File: src/rtl/counter_prescaler_if.sv
// counter_prescaler_if: control/status bundle between a timer controller
// (master) and the prescaler (slave). WID sets divisor and counter width.
interface counter_prescaler_if #(
    parameter int WID = 16
);
    logic           en;
    logic [1:0]     mode;
    logic           ld;
    logic [WID:1]   div;
    logic           arm;
    logic           ext_evt;
    logic           ce_o;
    logic           busy;
    logic [WID:1]   q;

    modport master (
        output en, mode, ld, div, arm, ext_evt,
        input  ce_o, busy, q
    );

    modport slave (
        input  en, mode, ld, div, arm, ext_evt,
        output ce_o, busy, q
    );
endinterface

File: src/rtl/counter_prescaler.sv
// counter_prescaler: divides clk or ext_evt edges by (div+1) and emits a
// one-clk clock-enable pulse (ce_o) for a downstream counter. Supports
// free-running and armed one-shot operation.
// Optional macro PRESCALER_EXT_SYNC_EN: adds a 2-flop synchronizer on ext_evt
// (ext_evt may then be asynchronous; edge-to-ce_o latency becomes 3 clk).
module counter_prescaler #(
    parameter int WID = 16
) (
    input  logic               clk,
    input  logic               rst,
    counter_prescaler_if.slave bus
);
    typedef enum logic [1:0] {IDLE, RUN, DONE} state_t;

    localparam logic [1:0] MODE_CLK   = 2'b00;
    localparam logic [1:0] MODE_RISE  = 2'b01;
    localparam logic [1:0] MODE_FALL  = 2'b10;
    localparam logic [1:0] MODE_SHOT  = 2'b11;

    state_t         state;
    logic [WID:1]   div_r;
    logic [WID:1]   q_r;
    logic           ce_r;
    logic           busy_r;
    logic           s;
    logic           s_prev;
    logic           evt;

`ifdef PRESCALER_EXT_SYNC_EN
    logic           sync1;
    logic           sync2;

    // Two-flop synchronizer so ext_evt may come from another clock domain.
    always_ff @(posedge clk or negedge rst) begin
        if (!rst) begin
            sync1 <= 1'b0;
            sync2 <= 1'b0;
        end else begin
            sync1 <= bus.ext_evt;
            sync2 <= sync1;
        end
    end

    assign s = sync2;
`else
    assign s = bus.ext_evt;
`endif

    // Edge history for rising/falling event detection.
    always_ff @(posedge clk or negedge rst) begin
        if (!rst) s_prev <= 1'b0;
        else      s_prev <= s;
    end

    // Event qualifier: clk modes count every cycle, ext modes count edges.
    always_comb begin
        evt = 1'b1;
        case (bus.mode)
            MODE_RISE: evt = s & ~s_prev;
            MODE_FALL: evt = ~s & s_prev;
            default:   evt = 1'b1;
        endcase
    end

    // Control FSM with down-counter; ce_o and busy are registered here so
    // busy always tracks the state being entered.
    always_ff @(posedge clk or negedge rst) begin
        if (!rst) begin
            state  <= IDLE;
            div_r  <= '0;
            q_r    <= '0;
            ce_r   <= 1'b0;
            busy_r <= 1'b0;
        end else begin
            ce_r <= 1'b0;
            if (!bus.en) begin
                // Disable wins over everything except the divisor load.
                state  <= IDLE;
                busy_r <= 1'b0;
                if (bus.ld) begin
                    div_r <= bus.div;
                    q_r   <= bus.div;
                end else begin
                    q_r   <= div_r;
                end
            end else if (bus.ld) begin
                // Load suppresses any tick this cycle and holds the state.
                div_r <= bus.div;
                q_r   <= bus.div;
            end else begin
                case (state)
                    IDLE: begin
                        q_r <= div_r;
                        if (bus.mode != MODE_SHOT || bus.arm) begin
                            state  <= RUN;
                            busy_r <= 1'b1;
                        end
                    end
                    RUN: begin
                        if (evt) begin
                            if (q_r == '0) begin
                                q_r  <= div_r;
                                ce_r <= 1'b1;
                                if (bus.mode == MODE_SHOT) begin
                                    state  <= DONE;
                                    busy_r <= 1'b0;
                                end
                            end else begin
                                q_r <= q_r - 1'b1;
                            end
                        end
                    end
                    DONE: begin
                        q_r <= div_r;
                        if (bus.arm || bus.mode != MODE_SHOT) begin
                            state  <= RUN;
                            busy_r <= 1'b1;
                        end
                    end
                    default: begin
                        state  <= IDLE;
                        busy_r <= 1'b0;
                    end
                endcase
            end
        end
    end

    assign bus.ce_o = ce_r;
    assign bus.busy = busy_r;
    assign bus.q    = q_r;

endmodule

File: src/flat_wrapper.sv
// flat-port wrapper written by rule: the top's interface ports become plain ports
module counter_prescaler_flat 
#(
    parameter int WID = 16
)
  (clk, rst, bus_en, bus_mode, bus_ld, bus_div, bus_arm, bus_ext_evt, bus_ce_o, bus_busy, bus_q);
  counter_prescaler_if #(.WID(WID)) bus_i ();
  input  logic clk;
  input  logic rst;
  input wire logic [$bits(bus_i.en)-1:0] bus_en;
  input wire logic [$bits(bus_i.mode)-1:0] bus_mode;
  input wire logic [$bits(bus_i.ld)-1:0] bus_ld;
  input wire logic [$bits(bus_i.div)-1:0] bus_div;
  input wire logic [$bits(bus_i.arm)-1:0] bus_arm;
  input wire logic [$bits(bus_i.ext_evt)-1:0] bus_ext_evt;
  output wire logic [$bits(bus_i.ce_o)-1:0] bus_ce_o;
  output wire logic [$bits(bus_i.busy)-1:0] bus_busy;
  output wire logic [$bits(bus_i.q)-1:0] bus_q;
  assign bus_i.en = bus_en;
  assign bus_i.mode = bus_mode;
  assign bus_i.ld = bus_ld;
  assign bus_i.div = bus_div;
  assign bus_i.arm = bus_arm;
  assign bus_i.ext_evt = bus_ext_evt;
  assign bus_ce_o = bus_i.ce_o;
  assign bus_busy = bus_i.busy;
  assign bus_q = bus_i.q;
  counter_prescaler #(.WID(WID)) u_core (.clk(clk), .rst(rst), .bus(bus_i));
endmodule
File: config.mk
export PLATFORM = sky130hd
export DESIGN_NAME = counter_prescaler_flat
export DESIGN_NICKNAME = d
export VERILOG_FILES = /design/src/rtl/counter_prescaler_if.sv /design/src/rtl/counter_prescaler.sv /design/src/flat_wrapper.sv
export SDC_FILE = /design/constraint.sdc
export NUM_CORES = 1
export LEC_CHECK = 0
export CAP_MARGIN = 10
export CORE_ASPECT_RATIO = 1.5
export CORE_MARGIN = 10
export CORE_UTILIZATION = 35
export CTS_BUF_LIST = sky130_fd_sc_hd__clkbuf_8
export DETAILED_ROUTE_END_ITERATION = 7
export SYNTH_ARGS = -nofsm -noshare
export SYNTH_HDL_FRONTEND = slang
export SYNTH_SLANG_ARGS = --single-unit
File: constraint.sdc
create_clock -name clk -period 1.8 [get_ports clk]
set_clock_uncertainty 0.1 [all_clocks]
set_input_delay 0.45 -clock clk [delete_from_list [all_inputs] [get_ports clk]]
set_output_delay 0.45 -clock clk [all_outputs]
set_load 0.005 [all_outputs]
==> results.py <==
metrics = {
    "setup_path": {
        "startpoint_type": "register",
        "worstSetupEndpointType": "register",
        "crit_start": "u_core.bus.q[1]",
        "critPathMaxFanout": 5,
        "r2r_end": "u_core.bus.q[13]",
        "r2r_slack_ps": -190,
        "reg2reg_depth": 7,
        "cp.required_ps": 1850,
        "criticalPathCategory": "register to register",
        "cp_data_arrival_time_ps": 2040,
        "rr_startpoint": "u_core.bus.q[1]",
    },
    "sta": {
        "worst_pin_slew_ps": 483.4,
        "slew_viol_final": 0,
        "finalSetupTns_ps": -2262,
        "max_clock_freq_ghz": 0.5036,
        "slew_headroom": 0.6777,
        "hold_violations": 0,
        "rsz0062_at_grt": "true",
        "fin_crit_sh": 1.103,
        "finalCriticalPeriod_ps": 1986,
        "timing.final.ws_setup_ps": -185.9,
        "setup_violations": 18,
    },
    "synth": {
        "synth_nets": 261,
        "syn_avg_cell_area_um2": 9.939,
        "async_flop_share": 1.000,
        "synth_ff_type": "dfrtp_1",
        "seq_area_frac_synth": 0.3907,
        "syn_area_um2": 2306,
        "yosysWarnings": 0,
        "synth_cells": 232,
        "synth-seq-cells": 36,
        "synth_enable_flop_cells": 0,
        "ys_types": 66,
    },
    "drt": {
        "viasPerCell": 5.465,
        "vias": 2388,
        "routed_wl_um": 7771,
        "first_pass_iters": 5,
        "detail-route-antenna-nets": 0,
        "drc_errors": 0,
        "drt-initial-drc-count": 144,
        "wl_per_cell_um": 17.78,
    },
    "clock_network": {
        "clk_latency_ps": 290,
        "cts_tree": "built",
        "numCtsBuffers": 5,
        "cts_buffer_depth": 2,
        "cts_root_buf": "clkbuf_8",
        "clock_sinks": 36,
        "clk_pin_slew_ps": 80,
        "h-tree-depth": 2,
    },
    "global_route": {
        "antenna_found_initial": 0,
        "grt_pass1_vias": 2539,
        "overflow": 0,
        "grt_max_degree": 37,
        "grt_first_pass_wirelength_um": 12840,
        "track_usage": 0.1521,
    },
    "floorplanning": {
        "rows": 36,
        "ios": 42,
        "start_util": 0.3580,
        "dieArea_um2": 10300,
        "die_w_um": 86.28,
        "fp.coreArea_um2": 6441,
        "die_y_um": 119.4,
    },
    "run": {
        "maxCapViolCount": 0,
    },
    "place": {
        "dp.cells": 410,
        "dp_hpwl_um": 5627,
        "io_buffers": 41,
        "dp_worst_setup_slack_ps": -996.2,
        "place_area_um2": 3351,
        "finalWeightedCongestion": 0.8713,
    },
    "run_status": {
        "status": "complete, but fails checks",
        "violations": "setup timing",
    },
    "power": {
        "peakVddDrop_mv": 0.4924,
        "power.density_nw_per_um2": 644.9,
        "p_leak_uw": 0.001631,
    },
    "cells_and_area": {
        "layout.nets": 389,
        "area_delta_synth_final_pct": 62.89,
        "fin_area_um2": 3756,
        "diodes": 0,
        "final_layout_size_suffix_gt1_frac": 0.4460,
        "utilization": 0.5831,
        "finalNonFillerCells": 437,
    },
    "hold_path": {
        "hp-class": "input port to asynchronous set/reset pin",
    },
}
-- flip-flops by register name, summed over array words and instances, names as in the netlist --
register	flops
u_core.bus.q	16
u_core.s_prev	1
u_core.state	1
u_core.bus.ce_o	1
u_core.bus.busy	1
u_core.div_r	16
-- power by group --
part	total, µW	switching [µW]	internal, µW	leakage (µW)
Clock	605	303	301	0.0000538
Combinational	858	385	473	0.00114
Sequential	959	70.3	889	0.000435
Total	2420	759	1660	0.00163
-- synthesized netlist by cell type (all sizes together) (3+ instances only) --
| master | instances | share of area |
|---|---|---|
| dfrtp | 36 | 0.39 |
| nand2 | 34 | 0.055 |
| nor2 | 14 | 0.026 |
| o21ai | 12 | 0.026 |
| buf | 11 | 0.033 |
| a21oi | 8 | 0.017 |
| inv | 8 | 0.013 |
| mux2 | 8 | 0.039 |
| o221ai | 7 | 0.040 |
| nor3 | 6 | 0.030 |
| a21boi | 5 | 0.018 |
| ha | 5 | 0.027 |
| nor4 | 5 | 0.016 |
| nand3 | 4 | 0.0087 |
| nor2b | 4 | 0.011 |
| o211ai | 4 | 0.015 |
| a221oi | 3 | 0.011 |
| a31oi | 3 | 0.0081 |
| and2 | 3 | 0.0081 |
| clkbuf | 3 | 0.0049 |
| nand3b | 3 | 0.0098 |
| nand4 | 3 | 0.0081 |
| o31ai | 3 | 0.0098 |
-- cells in the final DEF, fill, tap and decap left out, types with 4 or more instances in the layout --
cell type,n
buf_4,78
o221ai_2,5
nand2_1,32
clkbuf_8,6
inv_1,6
o21ai_0,5
o21ai_1,5
nor2b_1,4
clkdlybuf4s50_1,21
dfrtp_1,35
nor3_4,4
mux2_2,8
a21oi_1,7
nor2_1,12
buf_6,15
dlygate4sd2_1,15
-- per-stage QoR --
stage / power (µW) / hold slack [ps]
4_1_cts: 2398 / 120.5
2_1_floorplan: 1306 / 54.41
3_5_place_dp: 1730 / 365.2
6_report: 2422 / 101.0
3_3_place_gp: 1718 / 361.6
5_1_grt: 2560 / 143.7
-- what timing repair did --
action / in CTS / in global routing
cloned: 0 / 0
pin swaps: 11 / 9
buffers inserted: 14 / 5
setup endpoints to repair: 35 / 20
hold buffers: 0 / 0
gates resized for setup: 63 / 16
-- layout make-up --
cell class | count | area (µm²)
clock buffer | 6 | 82.58
clock inverter | 2 | 7.507
fill | 569 | 2685
inverter | 9 | 43.79
multi-input combinational | 173 | 1449
sequential | 36 | 902.1
tap | 76 | 95.09
timing repair buffer | 135 | 1176
-- worst max path at each step --
stage | to | slack [ps]
after global routing | u_core.bus.q[9] | -270
final | u_core.bus.q[13] | -190
after CTS | u_core.bus.q[15] | -170
after global placement | u_core.bus.q[12] | -920
after detailed placement | u_core.bus.q[1] | -1000
after floorplan | u_core.bus.q[15] | -210
-- metal layers --
layer	share of wire	global-route usage	wire, µm	up-vias
li1	-	-	-	1139
met1	0.39	0.1724	3051	1176
met2	0.54	0.2752	4200	59
met3	0.045	0.03070	350	14
met4	0.022	0.04472	168	0
met5	0	0	0	-
-- cell families after synthesis --
family | Yosys count | share of synthesized area
buffers and inverters | 23 | 0.05209
muxes | 8 | 0.03907
DFF | 36 | 0.3907
and+or+nand+nor | 92 | 0.2452
AOI/OAI and AO/OA | 68 | 0.2458
adders and majority gates | 5 | 0.02713
-- worst max-delay path, stage by stage, from the launching register on --
cell and delay [ps]:
dfrtp_1 400, inv_2 70, ha_1 170, or4b_4 540, buf_4 170, o21ai_2 160
o21a_1 160, o221ai_2 90
Note: power is estimated with default switching activity, not from simulation.
==> RTL change, RTL diff (same flow settings) <==
Encoding of `state_t`: now one-hot (3 bits for 3 states).
--- a/src/rtl/counter_prescaler.sv
+++ b/src/rtl/counter_prescaler.sv
@@ -11,5 +11,5 @@
     counter_prescaler_if.slave bus
 );
-    typedef enum logic [1:0] {IDLE, RUN, DONE} state_t;
+    typedef enum logic [2:0] {IDLE = 3'b001, RUN = 3'b010, DONE = 3'b100} state_t;
 
     localparam logic [1:0] MODE_CLK   = 2'b00;
Behaviour: same outputs for any inputs over 4 cycles, from zero or initial values and one cycle with rst low; so few cycles prove little.
==> RTL change against the original RTL <==
  * The run still ends with setup timing left
  * Power up 2.8%
  * Final area down 5.5%
  * Worst setup slack worse by 0.32 ns
  * Synthesized cell count down 1.3%
  * Wire length down 5.9%
  * Area after synthesis down 5.1%
  * Combinational power up 10%
  * Sequential cell count up 1
  * First-iteration DRC count down 20%
  * Sequential power up 2.5%
  * Final cell count down 3.0%
  * Non-clock buffer count down 9
  * Critical endpoint is now u_core.bus.q[16]
  * Largest power group unchanged
  * Highest routed layer unchanged
==> RTL change: results (changes against the original RTL) <==
Outcome
• **violated checks** setup timing
• **outcome** finished, violations left

Critical path
• **R2R cell count** 8, +1
• **worst endpoint data arrival time** 2.40 ns, +0.36 ns
• **worst-path maximum fanout** 5, unchanged

Synth
• **top area cells in the synthesized netlist** dfrtp_1, nand2_1, o21ai_0
• **Compound-Gate Fraction of Synth Area** 23.5%, -1.1 points
• **Seq/Total Area, Yosys** 42.4%, +3.3 points
• **most instantiated flip-flop cell in the synthesis netlist** dfrtp_1
• **adder and majority cell fraction of the synthesized area** 2.86%, +0.15 points
• **commonest cells in the netlist** dfrtp_1, nand2_1, o21ai_0, inv_1, nor2_1
• **count of different cell masters after synthesis** 62, -6.1%
• **cell count after synthesis** 229, -1.3%
• **Syn Nets** 258, -1.1%
• **xor and xnor area share after synthesis** 1.20%, +1.2 points
• **post-synthesis mux area share** 3.54%, -0.36 points

Placement
• **pre-CTS setup slack** -0.792 ns, +0.204 ns
• **Placed Cells** 401, -2.2%
• **total half-perimeter wirelength after legalization and detailed placement** 5470 um, -2.7%
• **global placer's final weighted congestion** 0.918, +5.3%
• **area after detailed placement** 3190 um2, -4.7%

GRT
• **first-pass GRT wire length** 11600 um, -9.9%
• **met3 Track Usage GR** 2.91%, -0.16 points
• **total track usage** 14.3%, -0.88 points
• **via count of the first global-routing pass** 2393, -5.8%
• **GRT met1 Usage** 15.0%, -2.3 points
• **met2 demand-to-capacity share in global routing** 26.2%, -1.3 points
• **pin count of the biggest net entering global routing** 22, -41%

Route
• **first-iteration detailed-routing DRC count** 115, -20%
• **wire length on met3** 284 um, -19%
• **total length of routed met2 wires** 3870 um, -8.0%
• **average wire per cell in the routed design** 17.3 um, -3.0%
• **routed metal-1 wire length** 2890 um, -5.2%
• **first-pass iteration count of the detailed router** 4, -1
• **vias per std cell** 5.51, +0.78%
• **Highest Signal Layer** met4

Pwr
• **maximum vdd ir drop** 0.000542 V, +10%
• **net switching power figure** 785 uW, +3.5%
• **standby leakage power** 1.60 nW, -1.9%

Finish
• **Final nets** 378, -2.8%
• **count of placed standard cells in the final layout, fillers left out** 424, -3.0%
• **fill cell count** 557, -2.1%
• **layout cells sized above 1** 39.4%, -5.2 points
• **number of diodes added for antenna fixing** 0, unchanged

Clock tree
• **buffer type at the clock tree root** clkbuf_8
• **clock latency of the later-clocked register in the worst-skew pair** 0.30 ns
• **maximum number of buffers from clock root to sink** 2, unchanged
• **CTS clock-pin slew for the worst setup and hold paths** 0.08 ns, about the same
• **TritonCTS Buffers** 5, unchanged

STA
• **Post-Route Hold Slack** 0.392 ns, +0.291 ns
• **post-layout worst setup margin** -0.506 ns, -0.320 ns
• **Finish-stage setup viols** 19, +1
• **worst slew margin relative to its limit** 67.2%, -0.61 points
• **summed negative setup slack over all endpoints** -7.93 ns, -5.67 ns

Min path
• **count of cells along the worst hold path** 1
• **Hold/Removal Path Class** flop to flop

==> RTL change: cell types whose count changed after synthesis, sizes merged, moves of 5 or more <==
cell,unedited run,this run
buf,11,6
nand2,34,23
o21ai,12,17
o221ai,7,2
or4,2,8
==> RTL change: final timing paths <==
check,start,endpoint
max,u_core.bus.q[8],u_core.bus.q[16]
min,u_core.div_r[12],u_core.div_r[12]
max reg2reg,u_core.bus.q[8],u_core.bus.q[16]
min reg2reg,u_core.div_r[12],u_core.div_r[12]
max in group asynchronous,rst,u_core.bus.q[9]
min in group asynchronous,rst,u_core.bus.ce_o
==> RTL change: what timing repair did <==
item                       in CTS  in global routing
setup buffers                  11                  4
setup endpoints to repair      36                 26
hold endpoints to repair       14                  0
hold buffers                    1                  0
pin swaps                       2                 22
gates cloned                    0                  1
resized for setup              33                 31
==> RTL change: worst max-delay path, cell delays in order, from the launching register on <==
cell and delay [ns]:
dfrtp_1 0.38, or4_4 0.57, nor4_4 0.33, buf_4 0.17, or2_4 0.15, buf_8 0.13
buf_4 0.11, nor4_2 0.03, a211o_1 0.21
==> RTL change: power by group through the flow <==
stage / logic (mW) / registers, mW / clock network (mW)
after global placement: 0.854 / 0.994 / 0
after floorplan: 0.332 / 1.03 / 0
after detailed placement: 0.860 / 0.997 / 0
after global routing: 1.04 / 0.993 / 0.607
after CTS: 0.884 / 0.980 / 0.579
final: 0.948 / 0.983 / 0.558
==> RTL change: layout make-up <==
| type | count | area (um2) | share of cell area, % |
|---|---|---|---|
| clock buffers | 5 | 68.8 | 1.94 |
| inverters | 12 | 45.0 | 1.27 |
| well taps | 74 | 92.6 | 2.61 |
| multi-input cells | 167 | 1300 | 36.6 |
| clock inverters | 3 | 12.5 | 0.353 |
| flip-flops and latches | 37 | 930 | 26.2 |
| repair buffers | 126 | 1100 | 31.0 |
